### src/rtl/logic_unit_if.sv
// Operand/result bus for logic_unit: valid/ready input beats in, valid/ready
// registered result with flags out.
interface logic_unit_if #(
  parameter int WIDTH = 8
);
  logic             in_valid;
  logic             in_ready;
  logic [WIDTH-1:0] a;
  logic [WIDTH-1:0] b;
  logic [2:0]       op;
  logic             acc_mode;
  logic             last;
  logic             out_valid;
  logic             out_ready;
  logic [WIDTH-1:0] result;
  logic             zero;
  logic             all_ones;

  modport master (
    output in_valid, a, b, op, acc_mode, last, out_ready,
    input  in_ready, out_valid, result, zero, all_ones
  );

  modport slave (
    input  in_valid, a, b, op, acc_mode, last, out_ready,
    output in_ready, out_valid, result, zero, all_ones
  );
endinterface

### src/rtl/logic_unit.sv
// Registered bitwise logic unit with valid/ready handshake and a multi-beat
// accumulate mode that folds a packet of operands into one flagged result.
module logic_unit #(
  parameter int WIDTH = 8
) (
  input  logic         clk,
  input  logic         rst,
  logic_unit_if.slave  bus
);

  typedef enum logic {IDLE, ACCUM} state_t;

  state_t           state_q, state_d;
  logic [WIDTH-1:0] acc_q, acc_d;
  logic [WIDTH-1:0] result_q, result_d;
  logic             out_valid_q, out_valid_d;
  logic             zero_q, zero_d;
  logic             all_ones_q, all_ones_d;
  logic             accept;
  logic             load;
  logic [WIDTH-1:0] load_val;

  function automatic logic [WIDTH-1:0] bitop(input logic [2:0] op,
                                             input logic [WIDTH-1:0] x,
                                             input logic [WIDTH-1:0] y);
    logic [WIDTH-1:0] r;
    case (op)
      3'b000:  r = x & y;
      3'b001:  r = x | y;
      3'b010:  r = x ^ y;
      3'b011:  r = ~(x & y);
      3'b100:  r = ~(x | y);
      3'b101:  r = ~(x ^ y);
      3'b110:  r = x & ~y;
      default: r = x;
    endcase
    return r;
  endfunction

  // Ready gates on rst so no beat is accepted while the unit is held in reset.
  assign bus.in_ready = !rst && (!out_valid_q || bus.out_ready);
  assign accept       = bus.in_valid && bus.in_ready;

  always_comb begin
    state_d  = state_q;
    acc_d    = acc_q;
    load     = 1'b0;
    load_val = result_q;
    if (accept) begin
      if (state_q == IDLE) begin
        if (!bus.acc_mode) begin
          load     = 1'b1;
          load_val = bitop(bus.op, bus.a, bus.b);
        end else if (bus.last) begin
          load     = 1'b1;
          load_val = bus.a;
        end else begin
          acc_d   = bus.a;
          state_d = ACCUM;
        end
      end else begin
        if (bus.last) begin
          load     = 1'b1;
          load_val = bitop(bus.op, acc_q, bus.a);
          state_d  = IDLE;
        end else begin
          acc_d = bitop(bus.op, acc_q, bus.a);
        end
      end
    end
  end

  // Flags come from the value being loaded so they align with result.
  always_comb begin
    result_d    = result_q;
    zero_d      = zero_q;
    all_ones_d  = all_ones_q;
    out_valid_d = out_valid_q;
    if (load) begin
      result_d    = load_val;
      zero_d      = ~|load_val;
      all_ones_d  = &load_val;
      out_valid_d = 1'b1;
    end else if (out_valid_q && bus.out_ready) begin
      out_valid_d = 1'b0;
    end
  end

  always_ff @(posedge clk or posedge rst) begin
    if (rst) begin
      state_q     <= IDLE;
      acc_q       <= '0;
      result_q    <= '0;
      out_valid_q <= 1'b0;
      zero_q      <= 1'b1;
      all_ones_q  <= 1'b0;
    end else begin
      state_q     <= state_d;
      acc_q       <= acc_d;
      result_q    <= result_d;
      out_valid_q <= out_valid_d;
      zero_q      <= zero_d;
      all_ones_q  <= all_ones_d;
    end
  end

  assign bus.out_valid = out_valid_q;
  assign bus.result    = result_q;
  assign bus.zero      = zero_q;
  assign bus.all_ones  = all_ones_q;

endmodule

### src/flat_wrapper.sv
// flat-port wrapper written by rule: the top's interface ports become plain ports
module logic_unit_flat 
#(
  parameter int WIDTH = 8
)
  (clk, rst, bus_in_valid, bus_a, bus_b, bus_op, bus_acc_mode, bus_last, bus_out_ready, bus_in_ready, bus_out_valid, bus_result, bus_zero, bus_all_ones);
  logic_unit_if #(.WIDTH(WIDTH)) bus_i ();
  input  logic clk;
  input  logic rst;
  input wire logic [$bits(bus_i.in_valid)-1:0] bus_in_valid;
  input wire logic [$bits(bus_i.a)-1:0] bus_a;
  input wire logic [$bits(bus_i.b)-1:0] bus_b;
  input wire logic [$bits(bus_i.op)-1:0] bus_op;
  input wire logic [$bits(bus_i.acc_mode)-1:0] bus_acc_mode;
  input wire logic [$bits(bus_i.last)-1:0] bus_last;
  input wire logic [$bits(bus_i.out_ready)-1:0] bus_out_ready;
  output wire logic [$bits(bus_i.in_ready)-1:0] bus_in_ready;
  output wire logic [$bits(bus_i.out_valid)-1:0] bus_out_valid;
  output wire logic [$bits(bus_i.result)-1:0] bus_result;
  output wire logic [$bits(bus_i.zero)-1:0] bus_zero;
  output wire logic [$bits(bus_i.all_ones)-1:0] bus_all_ones;
  assign bus_i.in_valid = bus_in_valid;
  assign bus_i.a = bus_a;
  assign bus_i.b = bus_b;
  assign bus_i.op = bus_op;
  assign bus_i.acc_mode = bus_acc_mode;
  assign bus_i.last = bus_last;
  assign bus_i.out_ready = bus_out_ready;
  assign bus_in_ready = bus_i.in_ready;
  assign bus_out_valid = bus_i.out_valid;
  assign bus_result = bus_i.result;
  assign bus_zero = bus_i.zero;
  assign bus_all_ones = bus_i.all_ones;
  logic_unit #(.WIDTH(WIDTH)) u_core (.clk(clk), .rst(rst), .bus(bus_i));
endmodule
### config.mk
export PLATFORM = sky130hd
export DESIGN_NAME = logic_unit_flat
export DESIGN_NICKNAME = d
export VERILOG_FILES = /design/src/rtl/logic_unit_if.sv /design/src/rtl/logic_unit.sv /design/src/flat_wrapper.sv
export SDC_FILE = /design/constraint.sdc
export NUM_CORES = 1
export LEC_CHECK = 0
export BUFFER_PORTS_ARGS = -buffer_cell sky130_fd_sc_hd__buf_2
export CELL_PAD_IN_SITES_DETAIL_PLACEMENT = 2
export CELL_PAD_IN_SITES_GLOBAL_PLACEMENT = 2
export CORE_ASPECT_RATIO = 1.75
export CORE_MARGIN = 5
export CORE_UTILIZATION = 36
export DETAILED_ROUTE_END_ITERATION = 8
export GPL_ROUTABILITY_DRIVEN = 1
export GPL_TIMING_DRIVEN = 0
export PLACE_DENSITY_LB_ADDON = 0.1
export SYNTH_ARGS = -nofsm -noshare
export SYNTH_HDL_FRONTEND = slang
export SYNTH_SLANG_ARGS = --single-unit
### constraint.sdc
create_clock -name clk -period 2.64 [get_ports clk]
set_input_delay 0.132 -clock clk [delete_from_list [all_inputs] [get_ports clk]]
set_output_delay 0.132 -clock clk [all_outputs]
set_load 0.05 [all_outputs]
==> metrics.log <==
INFO  metric totalWireLength = 10500 um
INFO  metric met3_wirelength = 218 um
INFO  metric die_area = 0.0102 mm2
INFO  metric placed_cells = 460
INFO  metric worst_setup_path_end_kind = register
INFO  metric dieHeight = 130 um
INFO  metric synth-seq-area-share = approximately 17%
INFO  metric fin_skew = 0.00145 ns
INFO  metric maxCapViolations = 0
INFO  metric clk_latency = around 0.26 ns
INFO  metric synthesis.instances = 336
INFO  metric worst_slew_margin_rel = roughly 28%
INFO  metric die_w = 78.6 um
INFO  metric postCtsSetupRepairBufs = 0
INFO  metric drtIter0Drc = between 90 and 100
INFO  metric critical_path_arrival = 2.67 ns
INFO  metric initial_utilization = 37.2%
INFO  metric crit_type = register to register
INFO  metric cts_max_path_buffers = 2
INFO  metric peakVddDrop = between 0.0002 and 0.00025 V
INFO  metric timing.critical_path.fanout_max = 4
INFO  metric final_setup_violation_count = 0
INFO  metric placeableCoreArea = 0.00796 mm2
INFO  metric synth_enable_flop_cells = 0
INFO  metric grtUsageTotal = 21.1%
INFO  metric postSynthRegisterBits = 20
INFO  metric critPathLaunchType = register
INFO  metric first_global_vias = approximately 3100
INFO  metric timing.critical_path.max_delay_family = compound AO/OA/AOI/OAI gates
INFO  metric synth_flop_cell = sky130_fd_sc_hd__dfrtp_1
INFO  metric clock_edge_transition_at_the_registers_on_the_reported_setup_and_hold_paths = 0.06 ns
INFO  metric n_antenna_cell = 0
INFO  metric cts_tree = done
INFO  metric reg2reg_from = u_core.acc_q[3]
INFO  metric min_period = 2.49 ns
INFO  metric finalWeightedCongestion = 0.794
INFO  metric min_path_cells = 3
INFO  metric asyncSetResetFlopFracSynth = 100%
INFO  metric min-delay-start = bus_out_ready
INFO  metric num_rows = 43
INFO  metric htree_num_levels = 1
INFO  metric worst_slew_pin_slew = 1.08 ns
INFO  metric antenna_found_initial = 0
INFO  metric power_density = 503 mW/mm2
INFO  metric wl_per_cell = ~22 um
INFO  metric worst_path_cell_chain = inv_1, ha_1, mux4_2, a21oi_1, a2111o_1, a21boi_1, nand4_1, o31ai_1
INFO  metric r2r_end = u_core.bus.all_ones
INFO  metric postPlaceCellArea = between 0.003 and 0.004 mm2
INFO  metric syn_nets = around 400
INFO  metric placement.setup.worst_slack = -0.313 ns
INFO  metric worst_hold_path_type = input port to register
INFO  metric synth_area = 0.00296 mm2
INFO  metric vias_after_detailed_routing = roughly 2800
INFO  metric hold_violations = 0
INFO  metric reg2reg_slack = 0.15 ns
INFO  metric fillCellCount = around 920
INFO  metric final_layout_size_suffix_gt1_share = 22.6%
INFO  metric period_share = 94.4%
INFO  metric tritoncts.num_buffers = 3
INFO  metric upper_clock_frequency_limit = 401 MHz
INFO  metric status = completed
INFO  metric final_cell_count_no_fill = 466
INFO  metric buffers_plus_inverters_on_the_worst_setup_path = 1
INFO  metric final_nets = 450
INFO  metric area_delta_synth_final = 13.2%
INFO  metric cts_root_buf = sky130_fd_sc_hd__clkbuf_16
INFO  metric port_buffers = 34
INFO  metric grt_first_pass_wirelength = 16500 um
INFO  metric antenna_left = 0
INFO  metric drtPass1Iterations = 4
INFO  metric post-route-cell-area = 0.00335 mm2
INFO  metric clock-sinks = 20
INFO  metric warnings_synthesis = 0
INFO  metric dpl.hpwl = just over 8000 um
INFO  metric detailroute.wirelength.met2 = 5760 um
INFO  metric rsz0062_at_grt = false
INFO  metric global_route.overflow_total = 0
INFO  metric detail_route.drc_violations = 0
INFO  metric slew_violations = 0
INFO  metric synthesis.area_per_instance = between 8 and 9 um2
INFO  metric fin_ws = 0.148 ns
INFO  metric critical_path.slowest_cell = sky130_fd_sc_hd__mux4_2
INFO  metric cp_num_cells = 8
INFO  metric grt_max_degree = 20
INFO  metric design.portCount = 37
INFO  metric depth_of_the_worst_register_to_register_path = 8
INFO  metric cp_data_required_time = 2.81 ns
INFO  metric hold_path_end = u_core.bus.out_valid
INFO  metric p_leak = 1.61 nW
INFO  metric vias_per_cell = 5.94
INFO  metric synth_cell_type_count = 68
INFO  metric routedLengthMet1 = about 4100 um
INFO  metric highest_layer = met4
INFO  metric critPathMaxStageDelay = 0.45 ns
[metal layers]
metal / vias to the layer above / global-route usage (%)
met1: 1392 / 22.6
li1: 1299 / -
met5: - / 0
met3: 22 / 1.52
met4: 0 / 9.47
met2: 54 / 41.2
[power by group]
part | switching, mW | internal [mW]
Sequential | 0.0710 | 0.380
Combinational | 0.552 | 0.337
Clock | 0.140 | 0.207
Total | 0.763 | 0.924
[registers in the layout (all words and copies together) (netlist names)]
signal and count:
u_core.bus.out_valid 1, u_core.bus.result 8, u_core.bus.zero 1, u_core.state_q 1, u_core.bus.all_ones 1, u_core.acc_q 8
[cell type report]
type / instances / area [um2] / share of cell area, %
Timing Repair Buffer: 36 / 190 / 5.68
Multi-Input combinational cell: 265 / 2190 / 65.4
Sequential cell: 20 / 502 / 15.0
Tap cell: 90 / 113 / 3.36
Inverter: 29 / 113 / 3.36
Clock buffer: 4 / 78.8 / 2.35
Buffer: 22 / 163 / 4.85
[worst reg2reg max path: cells and delay by family, from the launching register on]
family,cells,cell delay (ns)
AND/OR/NAND/NOR,1,0.16
flip-flops,1,0.42
multiplexers,1,0.45
adder cells (fa/ha/maj),1,0.29
buffers and inverters,1,0.08
AO/OA/AOI/OAI,4,1.02
[stage by stage]
stage	total power, mW	setup TNS [ns]	hold WS, ns	utilization [%]
floorplan	1.08	0	0.114	-
global placement	1.30	-1.45	0.401	40.7
detailed placement	1.34	-2.07	0.417	40.7
CTS	1.70	0	0.189	42.0
global route	1.80	0	0.244	42.1
finish	1.69	0	0.187	42.1
[cell usage in the layout (no fill, tap or decap), types with 8 or more instances in the layout]
master / n
sky130_fd_sc_hd__a21oi_1: 18
sky130_fd_sc_hd__buf_2: 41
sky130_fd_sc_hd__buf_6: 8
sky130_fd_sc_hd__dfrtp_1: 19
sky130_fd_sc_hd__ha_1: 48
sky130_fd_sc_hd__inv_1: 26
sky130_fd_sc_hd__mux2i_1: 17
sky130_fd_sc_hd__nand2_1: 29
sky130_fd_sc_hd__nand2b_1: 10
sky130_fd_sc_hd__nor2_1: 18
sky130_fd_sc_hd__nor2b_1: 8
sky130_fd_sc_hd__o21ai_0: 10
[cells in the mapped netlist (7+ instances only)]
cell	count	area (um2)
sky130_fd_sc_hd__ha_1	48	601
sky130_fd_sc_hd__nand2_1	29	109
sky130_fd_sc_hd__inv_1	27	101
sky130_fd_sc_hd__dfrtp_1	19	475
sky130_fd_sc_hd__a21oi_1	18	90.1
sky130_fd_sc_hd__nor2_1	18	67.6
sky130_fd_sc_hd__mux2i_1	17	170
sky130_fd_sc_hd__nand2b_1	10	62.6
sky130_fd_sc_hd__o21ai_0	10	50.1
sky130_fd_sc_hd__buf_6	8	90.1
sky130_fd_sc_hd__nor2b_1	8	50.1
sky130_fd_sc_hd__buf_2	7	35.0
[what timing repair did]
action	in CTS	in global routing
resized for setup	1	1
hold buffers	2	0
endpoints found under the setup margin	1	1
endpoints found under the hold margin	19	0
[cell families (layout without fill, tap and decap cells)]
group,count (synthesis),after routing,share of synthesized area [%]
AOI/OAI and AO/OA,97,97,24.6
DFF,20,20,16.9
muxes,30,30,13.4
buffers and inverters,51,91,9.17
adders and majority gates,48,48,20.3
and+or+nand+nor,90,90,15.6
[worst max path at each step]
stage | start | end | slack (ns)
2_1_floorplan | u_core.acc_q[3] | u_core.bus.zero | 0.49
3_3_place_gp | rst | u_core.bus.zero | -0.20
3_5_place_dp | rst | u_core.bus.zero | -0.31
4_1_cts | u_core.acc_q[0] | u_core.bus.all_ones | 0.15
5_1_grt | u_core.acc_q[4] | u_core.bus.zero | 0.04
6_report | u_core.acc_q[3] | u_core.bus.all_ones | 0.15
(Power assumes the default switching activity.)
